`config.mk`:
```
export PLATFORM = sky130hd
export DESIGN_NAME = fetch_stage
export DESIGN_NICKNAME = d
export VERILOG_FILES = /design/src/rtl/fetch_stage.sv
export SDC_FILE = /design/constraint.sdc
export NUM_CORES = 1
export LEC_CHECK = 0
export BUFFER_PORTS_ARGS = -buffer_cell sky130_fd_sc_hd__buf_2
export CAP_MARGIN = 20
export CORE_UTILIZATION = 43
export CTS_BUF_LIST = sky130_fd_sc_hd__clkbuf_4
export CTS_CLUSTER_DIAMETER = 30
export DETAILED_ROUTE_END_ITERATION = 12
export PLACE_DENSITY = 0.86
export SYNTH_ARGS = -nofsm -noshare
export SYNTH_HDL_FRONTEND = slang
export SYNTH_SLANG_ARGS = --single-unit
export TNS_END_PERCENT = 30
```
`constraint.sdc`:
```
create_clock -name clk -period 1.3 [get_ports clk]
set_input_delay 0.13 -clock clk [delete_from_list [all_inputs] [get_ports clk]]
set_output_delay 0.13 -clock clk [all_outputs]
set_load 0.05 [all_outputs]
```
`src/rtl/fetch_stage.sv`:
```
// Instruction-fetch stage: owns the program counter, drives the instruction
// memory address and captures the decoded R-type fields plus PC+1 into the
// IF/ID pipeline register. Supports global enable, stall, flush and
// branch/jump redirect.
//
// Ports:
//   clk, reset            rising-edge clock, asynchronous active-high reset
//   enable                0 freezes PC and IF/ID
//   stall                 hold PC and IF/ID (overridden by redirect/flush)
//   flush                 squash IF/ID to a bubble
//   redirect, target      taken branch/jump: PC <= target, IF/ID flushed
//   pcAddr                current PC, straight from the PC register
//   memRd..memFunc        decoded fields returned by the instruction memory
//   ifidRd..ifidFunc      registered fields
//   ifidPcNext            registered PC+1 of the captured instruction
//   ifidValid             1 = real instruction, 0 = bubble
module fetch_stage #(
   parameter int unsigned ADDR_W   = 4,
   parameter int unsigned REG_W    = 5,
   parameter int unsigned FUNC_W   = 6,
   parameter int unsigned RESET_PC = 0
) (
   input  logic              clk,
   input  logic              reset,
   input  logic              enable,
   input  logic              stall,
   input  logic              flush,
   input  logic              redirect,
   input  logic [ADDR_W-1:0] target,
   output logic [ADDR_W-1:0] pcAddr,
   input  logic [REG_W-1:0]  memRd,
   input  logic [REG_W-1:0]  memRs,
   input  logic [REG_W-1:0]  memRt,
   input  logic [REG_W-1:0]  memSa,
   input  logic [FUNC_W-1:0] memFunc,
   output logic [REG_W-1:0]  ifidRd,
   output logic [REG_W-1:0]  ifidRs,
   output logic [REG_W-1:0]  ifidRt,
   output logic [REG_W-1:0]  ifidSa,
   output logic [FUNC_W-1:0] ifidFunc,
   output logic [ADDR_W-1:0] ifidPcNext,
   output logic              ifidValid
);

   localparam logic [ADDR_W-1:0] RESET_PC_V = ADDR_W'(RESET_PC);

   logic [ADDR_W-1:0] pc_q, pc_d;
   logic [ADDR_W-1:0] pc_plus1;

   logic [REG_W-1:0]  rd_q, rd_d;
   logic [REG_W-1:0]  rs_q, rs_d;
   logic [REG_W-1:0]  rt_q, rt_d;
   logic [REG_W-1:0]  sa_q, sa_d;
   logic [FUNC_W-1:0] func_q, func_d;
   logic [ADDR_W-1:0] pcn_q, pcn_d;
   logic              valid_q, valid_d;

   // PC+1 kept in ADDR_W bits so 15 -> 0 wraps with the carry dropped
   assign pc_plus1 = pc_q + ADDR_W'(1);

   // PC next-state: enable, then redirect (beats stall), then stall, then +1
   always_comb begin
      pc_d = pc_q;
      if (enable) begin
         if (redirect)
            pc_d = target;
         else if (!stall)
            pc_d = pc_plus1;
      end
   end

   // IF/ID next-state: a redirect squashes the instruction fetched this cycle,
   // and flush/redirect beat stall
   always_comb begin
      rd_d    = rd_q;
      rs_d    = rs_q;
      rt_d    = rt_q;
      sa_d    = sa_q;
      func_d  = func_q;
      pcn_d   = pcn_q;
      valid_d = valid_q;
      if (enable) begin
         if (flush || redirect) begin
            rd_d    = '0;
            rs_d    = '0;
            rt_d    = '0;
            sa_d    = '0;
            func_d  = '0;
            pcn_d   = '0;
            valid_d = 1'b0;
         end else if (!stall) begin
            rd_d    = memRd;
            rs_d    = memRs;
            rt_d    = memRt;
            sa_d    = memSa;
            func_d  = memFunc;
            pcn_d   = pc_plus1;
            valid_d = 1'b1;
         end
      end
   end

   // State registers
   always_ff @(posedge clk or posedge reset) begin
      if (reset) begin
         pc_q    <= RESET_PC_V;
         rd_q    <= '0;
         rs_q    <= '0;
         rt_q    <= '0;
         sa_q    <= '0;
         func_q  <= '0;
         pcn_q   <= '0;
         valid_q <= 1'b0;
      end else begin
         pc_q    <= pc_d;
         rd_q    <= rd_d;
         rs_q    <= rs_d;
         rt_q    <= rt_d;
         sa_q    <= sa_d;
         func_q  <= func_d;
         pcn_q   <= pcn_d;
         valid_q <= valid_d;
      end
   end

   assign pcAddr     = pc_q;
   assign ifidRd     = rd_q;
   assign ifidRs     = rs_q;
   assign ifidRt     = rt_q;
   assign ifidSa     = sa_q;
   assign ifidFunc   = func_q;
   assign ifidPcNext = pcn_q;
   assign ifidValid  = valid_q;

endmodule

```
# Word level (Yosys, flattened, before mapping)
# Index checks and enable logic that the tools add are counted.
# totals
output_inout_bits,35
latchBits,0
ramBits,0
word_cells,29
in_bits,36
n_memories,0
ff_bits,35
rom_bits,0
# op_classes
shifts,0
multipliers,0
order_cmp,0
eq_ne,2
reduce_logical,3
muxes,15
bitwise_logic,0
n_addsub,1
div,0
# op_table
op,n
two-way mux 5 bit,8
two-way mux 4 bit,3
two-way mux 6 bit,2
adder 4 x 1 -> 4 bit (second input constant),1
!= test 2 x 1 -> 1 bit (second input constant),2
AND reduction 2 bit,2
two-way mux 1 bit,2
logical OR 1 bit,1

# Depth between registers and ports, before layout
# depth
depth_word,3
mapped_depth,4
ltp_nobuf,4

# Worst setup path before layout
# OpenSTA, ideal clock, no wires.
# synth_timing
path_type,register -> register
startpoint,"register pc_q[0], in the netlist pcAddr[0]"
endpoint,"register pc_q[2], in the netlist pcAddr[2]"
path_stages_with_launch,5
path_buffers,0
slack_ns,-0.258
arrival_time_ns,1.437
required_time_ns,1.179
setup_time_ns,0.121
synth_period_minus_slack_ns,1.558
cell_sequence,dfrtp_1 > ha_1 > and2b_2 > a22o_1 > a22o_1
# synth_via
elab_chain_cells,3
# synth_lines
item,line_no,source
from (decl),47,"logic [ADDR_W-1:0] pc_q, pc_d;"
from (signal assigned),115,pc_q <= pc_d;
adder 4 x 1 -> 4 bit,59,assign pc_plus1 = pc_q + ADDR_W'(1);
two-way mux 4 bit,67,else if (!stall)
two-way mux 4 bit,65,if (redirect)
# Every way passes these cells. The select of a mux whose other input is x is not followed.
# A chain may end at the register's enable or synchronous reset.

# Worst setup path in the final report
# layout_timing
startpoint,"register pc_q[0], in the netlist pcAddr[0]"
endpoint,output port pcAddr[0]
# layout_lines
item,line_no,source
to (decl),30,"output logic [ADDR_W-1:0] pcAddr,"
# No word-level cell between the ends.

==> results.sh <==
export IMPL_grt_pass1_vias=1121
export IMPL_worstHoldPathType="input port to flip-flop"
export IMPL_grt_use_total=0.197
export IMPL_grt_max_degree=22
export IMPL_slew_violations=0
export IMPL_placed_cell_area_sq_mm=0.00187
export IMPL_synth_cells=104
export IMPL_stdcell_area_sq_mm=0.00203
export IMPL_cp_required_ps=1170
export IMPL_routed_wl_um=3480
export IMPL_place_detailed_hpwl_um=2470
export IMPL_fin_nets=226
export IMPL_die_h_um=60.5
export IMPL_nFillCells=259
export IMPL_static_leakage_power_nw=1.13
export IMPL_cp_slowest_stage_delay_ps=440
export IMPL_post_route_period_util=0.966
export IMPL_clkTransAtPathRegs_ps=100
export IMPL_synth_seq_cells=35
export IMPL_final_util=0.644
export IMPL_ys_warn_count=0
export IMPL_ant_nets=0
export IMPL_synth_nets=141
export IMPL_seqCellArea_sq_um=878
export IMPL_wl_per_cell_um=14.9
export IMPL_layout_common_cells="68 x buf_2, 33 x dfrtp_1, 17 x a22o_2, 16 x a22o_1, 9 x buf_4"
export IMPL_netlist_area_sq_mm=0.00147
export IMPL_port_buffers=70
export IMPL_top_level_ports=71
export IMPL_gp_congestion=0.834
export IMPL_rr_worst_depth=4
export IMPL_cts_tree="built"
export IMPL_cp_slowest_cell="dfrtp_2"
export IMPL_drt_first_iter_violations=34
export IMPL_clk_path_buf_depth=2
export IMPL_avgSynthCellArea_sq_um=14.1
export IMPL_final_common_cell="buf_2"
export IMPL_antennaDiodeCount=0
export IMPL_crit_fanout=7
export IMPL_area_growth_pct=37.9
export IMPL_power_density_mw_per_mm2=1270
export IMPL_remaining_drc_errors=0
export IMPL_yosysSeqAreaShare=0.595
export IMPL_hold_path_depth=2
export IMPL_num_rows=20
export IMPL_crit_arrival_ps=1130
export IMPL_grt_ovfl_total=0
export IMPL_tightestPinTransition_ps=260
export IMPL_crit_path_frequent_cell="buf_4"
export IMPL_drt_pass1_iter_count=5
export IMPL_cts_sinks=35
export IMPL_htreeDepth=2
export IMPL_crit_type="flip-flop to primary output"
export IMPL_start_util=0.467
export IMPL_critPathCaptureType="primary output"
export IMPL_drive_gt1_frac=0.574
export IMPL_numCtsBuffers=5
export IMPL_yosysUniqueCellTypes=24
export IMPL_dieArea_sq_mm=0.00366
export IMPL_hold_viol_final=0
export IMPL_die_w_um=60.5
export IMPL_grt_pass1_wl_um=5090
export IMPL_final_cells=234
export IMPL_vias=1223
export IMPL_start_kind="flip-flop"
export IMPL_status="completed"
export IMPL_coreArea_sq_mm=0.00315
export IMPL_fin_skew_ps=6.71
export IMPL_multi_input_area_sq_um=509
export IMPL_min_period_ps=1260
export IMPL_vias_per_cell=5.23
export IMPL_antenna_found_initial=0
export IMPL_cp_cell_sequence="buf_4 -> buf_4"
export IMPL_ir_drop_mv=0.677
export IMPL_clk_latency_ps=340
export IMPL_cap_violations=0
export IMPL_ctsRootBufferMaster="clkbuf_4"
export IMPL_placed_cells=218
export IMPL_slew_headroom=0.828
export IMPL_fmax_mhz=797
export IMPL_setup_viol=0
-- report_power, final --
| group | switching [mW] | internal [mW] |
|---|---|---|
| Combinational | 0.411 | 0.221 |
| Sequential | 0.0515 | 1.15 |
| Clock | 0.352 | 0.395 |
| Total | 0.815 | 1.77 |
-- cell type report --
cell class                 count  area share
sequential                    35       0.433
multi-input combinational     57       0.251
timing repair buffer          86       0.244
tap                           44      0.0271
clock inverter                 3      0.0191
clock buffer                   5      0.0185
inverter                       4     0.00740
-- metrics by stage --
step | setup TNS, ps | hold slack [ps] | worst slack [ps] | power, mW
floorplan | -80.3 | 263 | -75.2 | 1.65
global placement | 0 | 157 | 99.7 | 1.82
detailed placement | 0 | 167 | 60.4 | 1.84
CTS | 0 | 0.150 | 0.801 | 2.60
global route | -2.04 | 0.0268 | -2.04 | 2.71
finish | 0 | 12.7 | 44.5 | 2.59
-- layer usage --
layer  track usage  part of all wire  up-vias
met4         0.101             0.019        0
met3        0.0512             0.053        6
met2         0.344              0.51       41
li1              -                 -      565
met5             0                 0        -
met1         0.222              0.41      611
-- kinds of logic after synthesis --
family	Yosys count	share of synthesized area
AND/OR/NAND/NOR	10	0.0510
flip-flops	35	0.595
adder cells (fa/ha/maj)	1	0.00850
buffers and inverters	12	0.0672
multiplexers	1	0.00680
XOR/XNOR	2	0.0119
AO/OA/AOI/OAI	43	0.259
-- what timing repair did --
item / in CTS / in global routing
resized for setup: 0 / 3
buffers inserted: 0 / 0
endpoints found under the hold margin: 39 / 3
setup endpoints to repair: 0 / 2
hold buffers: 5 / 3
-- cells in the mapped netlist (all sizes together) --
library cell | n | share of area
ha | 1 | 0.0085
mux2i | 1 | 0.0068
and2b | 1 | 0.0060
xnor2 | 1 | 0.0060
o22ai | 2 | 0.0085
o31ai | 1 | 0.014
xor2 | 1 | 0.0060
a22o | 33 | 0.21
nand2b | 1 | 0.0043
nand3 | 1 | 0.0034
nand4b | 1 | 0.0060
inv | 4 | 0.010
a21o | 1 | 0.0051
nand3b | 1 | 0.0051
a21oi | 2 | 0.0068
o21ai | 4 | 0.014
dfrtp | 35 | 0.60
buf | 8 | 0.057
nor2 | 1 | 0.0025
nor4b | 1 | 0.016
nand2 | 3 | 0.0077
-- worst max-delay path, delay by kind of cell, from the launching register on --
kind                   cells  cell delay [ps]
DFF                        1              440
buffers and inverters      2              350
-- sequential cells by signal (all words and copies together) (netlist names) --
register    count
ifidRd          5
pcAddr          4
ifidFunc        6
ifidSa          5
ifidValid       1
ifidPcNext      4
ifidRt          5
ifidRs          5
-- path summary, 6_finish.rpt --
kind | startpoint | endpoint | slack (ps)
max in group asynchronous | reset | pcAddr[1] | 700
max | pcAddr[0] | pcAddr[0] | 40
min in group asynchronous | reset | ifidRs[4] | 360
min reg2reg | ifidValid | ifidValid | 480
max reg2reg | pcAddr[0] | pcAddr[2] | 60
min | memFunc[4] | ifidFunc[4] | 10
No activity file was read; power rests on OpenSTA's default activity.
